$ cat src/rtl/cp0_reg_pkg.sv
`default_nettype none
// ============================================================================
// Module      : cp0_reg_pkg
// Description : Shared definitions for the CP0 register block. It holds the
//               CP0 register addresses, the exception codes, the width of the
//               redirect bus, the Status write mask and the commit type.
// Revision    : 1.0 - initial release
// ============================================================================
package cp0_reg_pkg;

  localparam int CP0_TO_CTRL_WD = 33;

  // CP0 register addresses (sel is always 0)
  localparam logic [4:0] CP0_ADDR_BADVADDR = 5'd8;
  localparam logic [4:0] CP0_ADDR_COUNT    = 5'd9;
  localparam logic [4:0] CP0_ADDR_COMPARE  = 5'd11;
  localparam logic [4:0] CP0_ADDR_STATUS   = 5'd12;
  localparam logic [4:0] CP0_ADDR_CAUSE    = 5'd13;
  localparam logic [4:0] CP0_ADDR_EPC      = 5'd14;

  // Exception codes
  localparam logic [4:0] EXC_INT  = 5'd0;
  localparam logic [4:0] EXC_ADEL = 5'd4;
  localparam logic [4:0] EXC_ADES = 5'd5;
  localparam logic [4:0] EXC_SYS  = 5'd8;
  localparam logic [4:0] EXC_BP   = 5'd9;
  localparam logic [4:0] EXC_RI   = 5'd10;
  localparam logic [4:0] EXC_OV   = 5'd12;

  // Status: IM[15:8], EXL[1], IE[0] are stored; BEV[22] always reads 1
  localparam logic [31:0] STATUS_WMASK = 32'h0000_FF03;
  localparam logic [31:0] STATUS_BEV   = 32'h0040_0000;

  typedef enum logic [1:0] {
    COMMIT_NONE = 2'd0,
    COMMIT_EXC  = 2'd1,
    COMMIT_ERET = 2'd2
  } cp0_commit_e;

  // Address-error exceptions are the only ones that capture BadVAddr
  function automatic logic is_addr_exc(input logic [4:0] code);
    return (code == EXC_ADEL) || (code == EXC_ADES);
  endfunction

endpackage
`default_nettype wire

$ cat src/rtl/cp0_reg_if.sv
`default_nettype none
// ============================================================================
// Module      : cp0_reg_if
// Description : Pipeline <-> CP0 signal bundle.
//   master : pipeline side (drives MEM/EX stage info, receives results)
//   slave  : CP0 side
//   MEM  : mem_valid, mem_excode, mem_exc_valid, mem_pc, mem_bad_vaddr,
//          mem_in_ds, mem_eret, mem_we, mem_waddr, mem_wdata, stall_mem
//   EX   : ex_raddr, ex_re -> rdata (combinational)
//   misc : ext_int[5:0] -> cp0_to_ctrl_bus[32:0], stallreq_for_cp0
// Revision    : 1.0 - initial release
// ============================================================================
interface cp0_reg_if;
  import cp0_reg_pkg::*;

  logic                      mem_valid;
  logic [4:0]                mem_excode;
  logic                      mem_exc_valid;
  logic [31:0]               mem_pc;
  logic [31:0]               mem_bad_vaddr;
  logic                      mem_in_ds;
  logic                      mem_eret;
  logic                      mem_we;
  logic [4:0]                mem_waddr;
  logic [31:0]               mem_wdata;
  logic [4:0]                ex_raddr;
  logic                      ex_re;
  logic [31:0]               rdata;
  logic                      stall_mem;
  logic [5:0]                ext_int;
  logic [CP0_TO_CTRL_WD-1:0] cp0_to_ctrl_bus;
  logic                      stallreq_for_cp0;

  modport master (
    output mem_valid, mem_excode, mem_exc_valid, mem_pc, mem_bad_vaddr,
           mem_in_ds, mem_eret, mem_we, mem_waddr, mem_wdata,
           ex_raddr, ex_re, stall_mem, ext_int,
    input  rdata, cp0_to_ctrl_bus, stallreq_for_cp0
  );

  modport slave (
    input  mem_valid, mem_excode, mem_exc_valid, mem_pc, mem_bad_vaddr,
           mem_in_ds, mem_eret, mem_we, mem_waddr, mem_wdata,
           ex_raddr, ex_re, stall_mem, ext_int,
    output rdata, cp0_to_ctrl_bus, stallreq_for_cp0
  );

endinterface
`default_nettype wire

$ cat src/rtl/cp0_exc_arb.sv
`default_nettype none
// ============================================================================
// Module      : cp0_exc_arb
// Description : Exception / ERET priority selection for the MEM stage.
//               Interrupt > synchronous exception > ERET. Purely
//               combinational; stall gating of the commit is left to the
//               register block so the redirect still shows while stalled.
// Ports       : mem_valid_i, int_pending_i, exc_valid_i, excode_i, eret_i,
//               epc_i -> req_o, new_pc_o, commit_o, excode_o
// Revision    : 1.0 - initial release
// ============================================================================
module cp0_exc_arb
  import cp0_reg_pkg::*;
#(
  parameter logic [31:0] EXC_VECTOR = 32'hBFC0_0380
) (
  input  logic        mem_valid_i,
  input  logic        int_pending_i,
  input  logic        exc_valid_i,
  input  logic [4:0]  excode_i,
  input  logic        eret_i,
  input  logic [31:0] epc_i,
  output logic        req_o,
  output logic [31:0] new_pc_o,
  output cp0_commit_e commit_o,
  output logic [4:0]  excode_o
);

  always_comb begin
    req_o    = 1'b0;
    new_pc_o = 32'h0;
    commit_o = COMMIT_NONE;
    excode_o = excode_i;
    if (mem_valid_i) begin
      if (int_pending_i) begin
        req_o    = 1'b1;
        new_pc_o = EXC_VECTOR;
        commit_o = COMMIT_EXC;
        excode_o = EXC_INT;
      end else if (exc_valid_i) begin
        req_o    = 1'b1;
        new_pc_o = EXC_VECTOR;
        commit_o = COMMIT_EXC;
      end else if (eret_i) begin
        req_o    = 1'b1;
        new_pc_o = epc_i;
        commit_o = COMMIT_ERET;
      end
    end
  end

endmodule
`default_nettype wire

$ cat src/rtl/cp0_reg.sv
`default_nettype none
// ============================================================================
// Module      : cp0_reg
// Description : MIPS CP0 register block: BadVAddr, Count, Compare, Status,
//               Cause, EPC. Takes exceptions/ERET from the MEM stage, drives
//               the redirect bus, and serves MFC0 reads from EX.
// Ports       : clk, resetn (async, active low), cp0_if (cp0_reg_if.slave)
// Config      : CP0_TIMER_INT_EN - when defined, Compare exists and a Count
//               increment that reaches Compare sets the sticky timer
//               interrupt TI (Cause[30], folded into IP[7]).
// Revision    : 1.0 - initial release
// ============================================================================
module cp0_reg
  import cp0_reg_pkg::*;
#(
  parameter logic [31:0] EXC_VECTOR   = 32'hBFC0_0380,
  parameter logic [31:0] STATUS_RESET = 32'h0040_0000
) (
  input  logic      clk,
  input  logic      resetn,
  cp0_reg_if.slave  cp0_if
);

  logic [31:0] badvaddr_q, badvaddr_d;
  logic [31:0] count_q,    count_d;
  logic        tick_q,     tick_d;
  logic [31:0] status_q,   status_d;   // only STATUS_WMASK bits are held
  logic [31:0] epc_q,      epc_d;
  logic        bd_q,       bd_d;
  logic [5:0]  ip_hw_q,    ip_hw_d;    // Cause.IP[7:2]
  logic [1:0]  ip_sw_q,    ip_sw_d;    // Cause.IP[1:0]
  logic [4:0]  exccode_q,  exccode_d;
  logic        ti_w;

`ifdef CP0_TIMER_INT_EN
  logic [31:0] compare_q, compare_d;
  logic        ti_q,      ti_d;
  assign ti_w = ti_q;
`else
  assign ti_w = 1'b0;
`endif

  logic [31:0] status_rd;
  logic [31:0] cause_rd;
  logic [7:0]  ip_w;
  logic        int_pending;
  logic        arb_req;
  logic [31:0] arb_pc;
  cp0_commit_e arb_commit;
  logic [4:0]  arb_excode;
  logic        exc_commit;
  logic        eret_commit;
  logic        mtc0_commit;
  logic        wr_count;
  logic        wr_compare;

  assign status_rd = status_q | STATUS_BEV;
  assign cause_rd  = {bd_q, ti_w, 14'b0, ip_hw_q, ip_sw_q, 1'b0, exccode_q, 2'b0};
  assign ip_w      = {ip_hw_q, ip_sw_q};

  assign int_pending = status_q[0] & ~status_q[1] & (|(ip_w & status_q[15:8]));

  cp0_exc_arb #(
    .EXC_VECTOR (EXC_VECTOR)
  ) u_arb (
    .mem_valid_i   (cp0_if.mem_valid),
    .int_pending_i (int_pending),
    .exc_valid_i   (cp0_if.mem_exc_valid),
    .excode_i      (cp0_if.mem_excode),
    .eret_i        (cp0_if.mem_eret),
    .epc_i         (epc_q),
    .req_o         (arb_req),
    .new_pc_o      (arb_pc),
    .commit_o      (arb_commit),
    .excode_o      (arb_excode)
  );

  assign exc_commit  = (arb_commit == COMMIT_EXC)  & ~cp0_if.stall_mem;
  assign eret_commit = (arb_commit == COMMIT_ERET) & ~cp0_if.stall_mem;
  // An exception in the same cycle squashes the MTC0
  assign mtc0_commit = cp0_if.mem_valid & cp0_if.mem_we & ~cp0_if.stall_mem & ~exc_commit;
  assign wr_count    = mtc0_commit & (cp0_if.mem_waddr == CP0_ADDR_COUNT);
  assign wr_compare  = mtc0_commit & (cp0_if.mem_waddr == CP0_ADDR_COMPARE);

  // Outputs are forced low while reset is asserted, whatever MEM presents
  assign cp0_if.cp0_to_ctrl_bus  = resetn ? {arb_req, arb_pc} : {CP0_TO_CTRL_WD{1'b0}};
  assign cp0_if.stallreq_for_cp0 = resetn & cp0_if.ex_re & cp0_if.mem_valid & cp0_if.mem_we &
                                   (cp0_if.mem_waddr == cp0_if.ex_raddr);

  // MFC0 sees the pre-write value; the hazard stall covers RAW
  always_comb begin
    cp0_if.rdata = 32'h0;
    case (cp0_if.ex_raddr)
      CP0_ADDR_BADVADDR: cp0_if.rdata = badvaddr_q;
      CP0_ADDR_COUNT:    cp0_if.rdata = count_q;
`ifdef CP0_TIMER_INT_EN
      CP0_ADDR_COMPARE:  cp0_if.rdata = compare_q;
`endif
      CP0_ADDR_STATUS:   cp0_if.rdata = status_rd;
      CP0_ADDR_CAUSE:    cp0_if.rdata = cause_rd;
      CP0_ADDR_EPC:      cp0_if.rdata = epc_q;
      default:           cp0_if.rdata = 32'h0;
    endcase
  end

  always_comb begin
    badvaddr_d = badvaddr_q;
    status_d   = status_q;
    epc_d      = epc_q;
    bd_d       = bd_q;
    ip_sw_d    = ip_sw_q;
    exccode_d  = exccode_q;
    // Hardware IP bits and Count keep running even while MEM is stalled
    ip_hw_d    = {cp0_if.ext_int[5] | ti_w, cp0_if.ext_int[4:0]};
    tick_d     = ~tick_q;
    count_d    = tick_q ? count_q + 32'd1 : count_q;
`ifdef CP0_TIMER_INT_EN
    compare_d  = compare_q;
    ti_d       = ti_q;
    if (tick_q && !wr_count && !wr_compare && (count_q + 32'd1 == compare_q)) begin
      ti_d = 1'b1;
    end
`endif

    // BadVAddr is hardware-written only; MTC0 to it is ignored
    if (mtc0_commit) begin
      case (cp0_if.mem_waddr)
        CP0_ADDR_STATUS: status_d = cp0_if.mem_wdata & STATUS_WMASK;
        CP0_ADDR_CAUSE:  ip_sw_d  = cp0_if.mem_wdata[9:8];
        CP0_ADDR_EPC:    epc_d    = cp0_if.mem_wdata;
        CP0_ADDR_COUNT: begin
          count_d = cp0_if.mem_wdata;
          tick_d  = 1'b0;
        end
`ifdef CP0_TIMER_INT_EN
        CP0_ADDR_COMPARE: begin
          compare_d = cp0_if.mem_wdata;
          ti_d      = 1'b0;
        end
`endif
        default: ;
      endcase
    end

    if (exc_commit) begin
      // A nested exception keeps the original return point
      if (!status_q[1]) begin
        epc_d = cp0_if.mem_in_ds ? cp0_if.mem_pc - 32'd4 : cp0_if.mem_pc;
        bd_d  = cp0_if.mem_in_ds;
      end
      exccode_d   = arb_excode;
      status_d[1] = 1'b1;
      if (is_addr_exc(arb_excode)) begin
        badvaddr_d = cp0_if.mem_bad_vaddr;
      end
    end else if (eret_commit) begin
      status_d[1] = 1'b0;
    end
  end

  always_ff @(posedge clk or negedge resetn) begin
    if (!resetn) begin
      badvaddr_q <= 32'h0;
      count_q    <= 32'h0;
      tick_q     <= 1'b0;
      status_q   <= STATUS_RESET & STATUS_WMASK;
      epc_q      <= 32'h0;
      bd_q       <= 1'b0;
      ip_hw_q    <= 6'h0;
      ip_sw_q    <= 2'h0;
      exccode_q  <= 5'h0;
    end else begin
      badvaddr_q <= badvaddr_d;
      count_q    <= count_d;
      tick_q     <= tick_d;
      status_q   <= status_d;
      epc_q      <= epc_d;
      bd_q       <= bd_d;
      ip_hw_q    <= ip_hw_d;
      ip_sw_q    <= ip_sw_d;
      exccode_q  <= exccode_d;
    end
  end

`ifdef CP0_TIMER_INT_EN
  always_ff @(posedge clk or negedge resetn) begin
    if (!resetn) begin
      compare_q <= 32'h0;
      ti_q      <= 1'b0;
    end else begin
      compare_q <= compare_d;
      ti_q      <= ti_d;
    end
  end
`endif

endmodule
`default_nettype wire

$ cat src/flat_wrapper.sv
// flat-port wrapper written by rule: the top's interface ports become plain ports
module cp0_reg_flat import cp0_reg_pkg::*;
#(
  parameter logic [31:0] EXC_VECTOR   = 32'hBFC0_0380,
  parameter logic [31:0] STATUS_RESET = 32'h0040_0000
)
  (clk, resetn, cp0_if_mem_valid, cp0_if_mem_excode, cp0_if_mem_exc_valid, cp0_if_mem_pc, cp0_if_mem_bad_vaddr, cp0_if_mem_in_ds, cp0_if_mem_eret, cp0_if_mem_we, cp0_if_mem_waddr, cp0_if_mem_wdata, cp0_if_ex_raddr, cp0_if_ex_re, cp0_if_stall_mem, cp0_if_ext_int, cp0_if_rdata, cp0_if_cp0_to_ctrl_bus, cp0_if_stallreq_for_cp0);
  cp0_reg_if cp0_if_i ();
  input  logic clk;
  input  logic resetn;
  input wire logic [$bits(cp0_if_i.mem_valid)-1:0] cp0_if_mem_valid;
  input wire logic [$bits(cp0_if_i.mem_excode)-1:0] cp0_if_mem_excode;
  input wire logic [$bits(cp0_if_i.mem_exc_valid)-1:0] cp0_if_mem_exc_valid;
  input wire logic [$bits(cp0_if_i.mem_pc)-1:0] cp0_if_mem_pc;
  input wire logic [$bits(cp0_if_i.mem_bad_vaddr)-1:0] cp0_if_mem_bad_vaddr;
  input wire logic [$bits(cp0_if_i.mem_in_ds)-1:0] cp0_if_mem_in_ds;
  input wire logic [$bits(cp0_if_i.mem_eret)-1:0] cp0_if_mem_eret;
  input wire logic [$bits(cp0_if_i.mem_we)-1:0] cp0_if_mem_we;
  input wire logic [$bits(cp0_if_i.mem_waddr)-1:0] cp0_if_mem_waddr;
  input wire logic [$bits(cp0_if_i.mem_wdata)-1:0] cp0_if_mem_wdata;
  input wire logic [$bits(cp0_if_i.ex_raddr)-1:0] cp0_if_ex_raddr;
  input wire logic [$bits(cp0_if_i.ex_re)-1:0] cp0_if_ex_re;
  input wire logic [$bits(cp0_if_i.stall_mem)-1:0] cp0_if_stall_mem;
  input wire logic [$bits(cp0_if_i.ext_int)-1:0] cp0_if_ext_int;
  output wire logic [$bits(cp0_if_i.rdata)-1:0] cp0_if_rdata;
  output wire logic [$bits(cp0_if_i.cp0_to_ctrl_bus)-1:0] cp0_if_cp0_to_ctrl_bus;
  output wire logic [$bits(cp0_if_i.stallreq_for_cp0)-1:0] cp0_if_stallreq_for_cp0;
  assign cp0_if_i.mem_valid = cp0_if_mem_valid;
  assign cp0_if_i.mem_excode = cp0_if_mem_excode;
  assign cp0_if_i.mem_exc_valid = cp0_if_mem_exc_valid;
  assign cp0_if_i.mem_pc = cp0_if_mem_pc;
  assign cp0_if_i.mem_bad_vaddr = cp0_if_mem_bad_vaddr;
  assign cp0_if_i.mem_in_ds = cp0_if_mem_in_ds;
  assign cp0_if_i.mem_eret = cp0_if_mem_eret;
  assign cp0_if_i.mem_we = cp0_if_mem_we;
  assign cp0_if_i.mem_waddr = cp0_if_mem_waddr;
  assign cp0_if_i.mem_wdata = cp0_if_mem_wdata;
  assign cp0_if_i.ex_raddr = cp0_if_ex_raddr;
  assign cp0_if_i.ex_re = cp0_if_ex_re;
  assign cp0_if_i.stall_mem = cp0_if_stall_mem;
  assign cp0_if_i.ext_int = cp0_if_ext_int;
  assign cp0_if_rdata = cp0_if_i.rdata;
  assign cp0_if_cp0_to_ctrl_bus = cp0_if_i.cp0_to_ctrl_bus;
  assign cp0_if_stallreq_for_cp0 = cp0_if_i.stallreq_for_cp0;
  cp0_reg #(.EXC_VECTOR(EXC_VECTOR), .STATUS_RESET(STATUS_RESET)) u_core (.clk(clk), .resetn(resetn), .cp0_if(cp0_if_i));
endmodule
$ cat config.mk
export PLATFORM = sky130hd
export DESIGN_NAME = cp0_reg_flat
export DESIGN_NICKNAME = d
export VERILOG_FILES = /design/src/rtl/cp0_reg_pkg.sv /design/src/rtl/cp0_reg_if.sv /design/src/rtl/cp0_exc_arb.sv /design/src/rtl/cp0_reg.sv /design/src/flat_wrapper.sv
export SDC_FILE = /design/constraint.sdc
export NUM_CORES = 1
export LEC_CHECK = 0
export ABC_AREA = 1
export BUFFER_PORTS_ARGS = -buffer_cell sky130_fd_sc_hd__buf_2
export CORE_ASPECT_RATIO = 1.25
export CORE_MARGIN = 2
export CORE_UTILIZATION = 55
export DETAILED_ROUTE_END_ITERATION = 6
export GPL_TIMING_DRIVEN = 0
export PLACE_DENSITY = 0.82
export SLEW_MARGIN = 5
export SYNTH_ARGS = -nofsm -noshare
export SYNTH_HDL_FRONTEND = slang
export SYNTH_SLANG_ARGS = --single-unit
$ cat constraint.sdc
create_clock -name clk -period 2.25 [get_ports clk]
set_input_delay 0.1125 -clock clk [delete_from_list [all_inputs] [get_ports clk]]
set_output_delay 0.1125 -clock clk [all_outputs]
set_load 0.01 [all_outputs]
### Word level (Yosys, flattened, before mapping)

Index checks and enable logic that the tools add are counted.

* add/sub/neg operators: 2
* eq/ne operators: 14
* multiplexer cells: 30
* bitwise logic cells: 16
* reduce and logical (&&, ||, !) cells: 9

Operator list (number)
* 32-bit 2-to-1 mux: 12
* 32-bit one-hot mux with 5 select lines: 1
* 5-bit by 4-bit equality test with 1-bit output, second input constant: 9
* 33-bit 2-to-1 mux: 1
* 32-bit by 1-bit adder with 32-bit output, second input constant: 1
* 32-bit by 3-bit subtractor with 32-bit output, second input constant: 1
* 2-bit 2-to-1 mux: 6
* 1-bit bitwise AND: 11
* 5-bit by 3-bit equality test with 1-bit output, second input constant: 2
* 5-bit 2-to-1 mux: 2
* 2-bit AND reduction: 5
* 8-bit bitwise AND: 1
* 1-bit 2-to-1 mux: 8
* 8-bit OR reduction: 1
* 3-bit nonzero test: 2
* 5-bit equality test: 1
* 1-bit inverter: 4
* 2-bit by 1-bit equality test with 1-bit output, second input constant: 1
* 2-bit equality test, second input constant: 1
* 1-bit logical OR: 1

* register bits: 121
* input port bits: 126
* output and inout bits: 66
* logic and storage cells: 81

### Logic depth before layout (Yosys ltp)

* depth in word-level cells: 12
* gate-level depth with buffers: 12
* gate-level depth less buffers: 12

### Modules after synthesis

Synthesis repeated with hierarchy kept, for this count alone.

* cell total of the unflattened synthesis: 1178
* area, all modules: 8274.2 sq um

By module, submodules not included
* cp0_reg: instances 1, cells an instance 1090, area an instance 7933.9 sq um, seq. area each 3027.9 sq um
* cp0_exc_arb: instances 1, cells an instance 88, area an instance 340.3 sq um, seq. area each 0.0 sq um

### Worst setup path before layout

OpenSTA, ideal clock, no wires.

* path type: flip-flop to flip-flop
* from: register u_core.count_q[0]
* to: register u_core.count_q[26]
* library setup time: 0.078 ns
* arrival time: 1.497 ns
* required time: 2.172 ns
* slack: 0.675 ns
* cell stages (with the launch flop): 12
* path buffers: 0
* clock period less this slack: 1.575 ns
* cells stage by stage: dfrtp_1 ha_1 nand2_1 nor2_1 nand2_1 nor2_1 nand2_1 nor2_2 nand3_1 nand2_1 nand2_1 a21oi_1

* longest elaborated chain between the ends: 4

RTL lines
* start: declaration: line cp0_reg.sv:25 `logic [31:0] count_q, count_d;`
* start signal: assignment: line cp0_reg.sv:174 `count_q <= count_d;`
* 32-bit by 1-bit adder with 32-bit output *: line cp0_reg.sv:116 `count_d = tick_q ? count_q + 32'd1 : count_q;`
* 32-bit 2-to-1 mux *: line cp0_reg.sv:116
* 32-bit 2-to-1 mux: line cp0_reg.sv:127 `case (cp0_if.mem_waddr)`
* 32-bit 2-to-1 mux *: line cp0_reg.sv:126 `if (mtc0_commit) begin`
* named net u_core.count_d[26]: line cp0_reg.sv:25

Mark *: on every way through the listed nets, which the timed path passes. The rest lies on a longest branch.
A chain may end at the register's enable or synchronous reset.

### Final worst setup path

* from: register u_core.status_q[15]
* to: output cp0_if_cp0_to_ctrl_bus[15]

* longest elaborated chain between the ends: 6

RTL lines
* start: declaration: line cp0_reg.sv:27 `logic [31:0] status_q, status_d;`
* start signal: assignment: line cp0_reg.sv:166 `status_q <= STATUS_RESET & STATUS_WMASK;`
* start signal: assignment: line cp0_reg.sv:176 `status_q <= status_d;`
* 8-bit bitwise AND: line cp0_reg.sv:61 `assign int_pending = status_q[0] & ~status_q[1] & (|(ip_w & status_q[15:8]));`
* 8-bit OR reduction: line cp0_reg.sv:61
* 1-bit bitwise AND: line cp0_reg.sv:61
* 32-bit 2-to-1 mux: line cp0_exc_arb.sv:35 `if (int_pending_i) begin`
* 32-bit 2-to-1 mux: line cp0_exc_arb.sv:34 `if (mem_valid_i) begin`
* 33-bit 2-to-1 mux: line cp0_reg.sv:86 `assign cp0_if.cp0_to_ctrl_bus = resetn ? {arb_req, arb_pc} : {CP0_TO_CTRL_WD{1'b0}};`
* end: declaration: line flat_wrapper.sv:26 `output wire logic [$bits(cp0_if_i.cp0_to_ctrl_bus)-1:0] cp0_if_cp0_to_ctrl_bus;`

Every way passes these cells.

==> results.json <==
{
  "violations": "design-rule violations, negative hold slack, negative setup slack",
  "yosysWarningCount": 0,
  "power.internal_uw": 5360,
  "clockBufferDepth": 2,
  "grt_pass1_vias": 9370,
  "post-route-min-period_ps": 2250,
  "vias": 9730,
  "synth_area_per_cell_sq_um": 6.67,
  "startpoint_type": "register",
  "power.density_cell_area_nw_per_um2": 775,
  "synth_top_area_share_pct": 37.7,
  "drive_gt1_share_pct": 19.9,
  "nets": 1617,
  "p_clk_share_pct": 34.5,
  "core_area_sq_um": 14300,
  "die_x_um": 112,
  "syn_inst": 1205,
  "track_usage_pct": 41.0,
  "crit_path_end_kind": "output pin",
  "crit_type": "register to output pin",
  "first_iter_violations": 1171,
  "setup_slack_ps": -2.32,
  "min_from": "cp0_if_mem_excode[3]",
  "worstReg2RegEnd": "u_core.count_q[2]$_DFF_PN0_",
  "fin_skew_ps": 8.18,
  "p_comb_share_pct": 27.6,
  "initial_core_util_pct": 56.0,
  "whs_path_depth": 3,
  "clkSinkCount": 121,
  "grt_start_max_net_pins": 67,
  "syn_area_sq_um": 8040,
  "max_freq_ghz": 0.444,
  "clkTransAtPathRegs_ps": 50,
  "finalCritPeriodShare_pct": 100,
  "rsz0062_at_grt": "true",
  "synth-edff-count": 0,
  "synth_cell_types": 43,
  "area_growth_syn_to_layout_pct": 32.6,
  "hold-path-endpoint": "u_core.exccode_q[3]$_DFFE_PN0N_",
  "grt_pass1_wl_mm": 49.3,
  "tightest_slew_ps": 861,
  "p_sw_share_pct": 35.2,
  "insertion_delay_ps": 430,
  "p_switching_uw": 2900,
  "finalSetupViolations": 1,
  "r2r_cells": 10,
  "synth-main-ff-cell": "dfrtp_1",
  "die_area_sq_um": 15600,
  "cp_data_arrival_time_ps": 2140,
  "hpwlAfterDp_mm": 24.0,
  "async_flop_share_pct": 100,
  "synth_common_cells": "nand2_1, nor2_1, inv_1",
  "irDropWorstVdd_uv": 617,
  "cts_buffers": 17,
  "cts_root_buf": "clkbuf_16",
  "seq_area_frac_synth_pct": 37.7,
  "dp_slack_ps": 136,
  "worstPathRequired_ps": 2140,
  "grt_remaining_overflow": 0,
  "cts_max_level": 4,
  "portBuffers": 190,
  "synth_area_leaders": "dfrtp_1, nand2_1, nand3_1",
  "cts_tree": "done",
  "yosys.cell_count.top_type": "nand2_1",
  "synth_seq_cells": 121,
  "status": "complete, but fails checks",
  "grt_antenna_before_repair": 0,
  "syn_nets": 1333,
  "drt_wl_total_mm": 32.5,
  "r2r_start": "u_core.status_q[15]$_DFFE_PN0P_",
  "routed_via_density": 5.80,
  "rrSetupSlack_ps": 60,
  "slew_violations": 0,
  "finalHoldViolCount": 1,
  "num_antenna_cells": 0,
  "die_h_um": 139,
  "routabilityCongestion": 1.04,
  "p_leak_uw": 0.00566,
  "drt_pre_antenna_iters": 7,
  "ant_nets": 0,
  "wl_per_cell_um": 19.4,
  "holdWs_ps": -0.130,
  "relSlewSlack_pct": 42.6,
  "worstPathMaxFanout": 10,
  "synth_top_area_cell": "dfrtp_1",
  "min_path_type": "input port to register",
  "drc": 1,
  "fp-row-count": 49,
  "ios": 192,
  "cap_violations": 0,
  "p_seq_share_pct": 38.0
}
-- logic make-up after synthesis --
| kind of cell | count (synthesis) | share of synthesized area (%) |
|---|---|---|
| flops | 121 | 37.7 |
| fa+ha+maj | 2 | 0.311 |
| simple gates | 739 | 39.4 |
| xor+xnor | 27 | 2.94 |
| buf+inv | 173 | 8.75 |
| compound gates | 143 | 10.9 |
-- what timing repair did --
action / 4_1_cts / 5_1_grt
buffers inserted: 0 / 5
resized for setup: 11 / 10
cloned: 0 / 1
endpoints found under the hold margin: 132 / 0
endpoints found under the setup margin: 31 / 45
hold buffers: 68 / 0
pin swaps: 0 / 4
-- sequential cells by signal, summed over array words and instances, names as in the netlist --
register and cells:
u_core.tick_q 1, u_core.exccode_q 5, u_core.epc_q 32, u_core.ip_hw_q 6, u_core.bd_q 1, u_core.status_q 10, u_core.ip_sw_q 2, u_core.badvaddr_q 32
u_core.count_q 32
-- how the worst max path moves through the flow --
stage                              endpoint  slack (ps)                            start
2_1_floorplan  u_core.count_q[26]$_DFF_PN0_         670      u_core.count_q[0]$_DFF_PN0_
3_3_place_gp     cp0_if_cp0_to_ctrl_bus[23]       -1230                           resetn
3_5_place_dp    u_core.count_q[2]$_DFF_PN0_         140  u_core.status_q[15]$_DFFE_PN0P_
4_1_cts          cp0_if_cp0_to_ctrl_bus[23]          20  u_core.status_q[15]$_DFFE_PN0P_
5_1_grt          cp0_if_cp0_to_ctrl_bus[24]         -50  u_core.status_q[15]$_DFFE_PN0P_
6_report         cp0_if_cp0_to_ctrl_bus[15]          -2  u_core.status_q[15]$_DFFE_PN0P_
-- through the flow --
stage	utilization [%]	total power, uW	cells	setup TNS [ps]	cell area, sq um
3_3_place_gp	64.2	5140	1573	-104180	9210
5_1_grt	74.3	8610	1679	-424	10700
6_report	74.3	8260	1679	-2.32	10700
2_1_floorplan	-	4380	1205	0	8040
3_5_place_dp	64.5	5190	1574	0	9250
4_1_cts	73.6	8120	1673	0	10600
-- per-layer routing --
layer	GRT usage [%]	part of all wire, %	up-vias
met5	0	0	-
met4	26.7	7.6	0
met3	8.39	8.9	191
met2	67.0	47	623
met1	49.0	36	4458
li1	-	-	4458
-- layout by cell type, fill, tap and decap left out, types with 5 or more instances in the layout --
cell type	instances
buf_2	213
or2_2	5
dfrtp_1	121
inv_1	123
nor2_4	7
nor2_1	132
xor2_1	21
nor2_2	5
clkbuf_1	14
nand2_4	5
nand3_1	119
o22ai_1	8
o211ai_1	22
a21oi_1	33
o221ai_1	12
xnor2_1	6
nand2_1	414
nor3_1	12
dlygate4sd3_1	68
buf_4	8
o21ai_0	50
clkbuf_16	17
nand4_1	23
-- worst max-delay path, cell delays in order (launching register included) --
cell	delay [ps]
dfrtp_1	410
nand2_1	90
nand2_1	70
nor2_2	140
nand2_4	110
a21oi_4	190
nand4_1	120
clkbuf_4	230
nor2_1	170
buf_2	170
-- power by group through the flow --
stage | logic (uW) | registers (uW) | clock network [uW]
floorplan | 1350 | 3020 | 0
global placement | 2000 | 3130 | 0
detailed placement | 2050 | 3140 | 0
CTS | 2170 | 3110 | 2830
global route | 2500 | 3190 | 2920
finish | 2280 | 3140 | 2850
-- final cells by class --
type	count	area [sq um]
plain buffers	46	239
clock buffers	23	488
clock inverters	8	118
fillers	1172	3690
inverters	127	477
multi-input cells	911	4360
flip-flops and latches	121	3030
well taps	178	223
repair buffers	265	1730
Note: power is estimated with default switching activity, not from simulation.
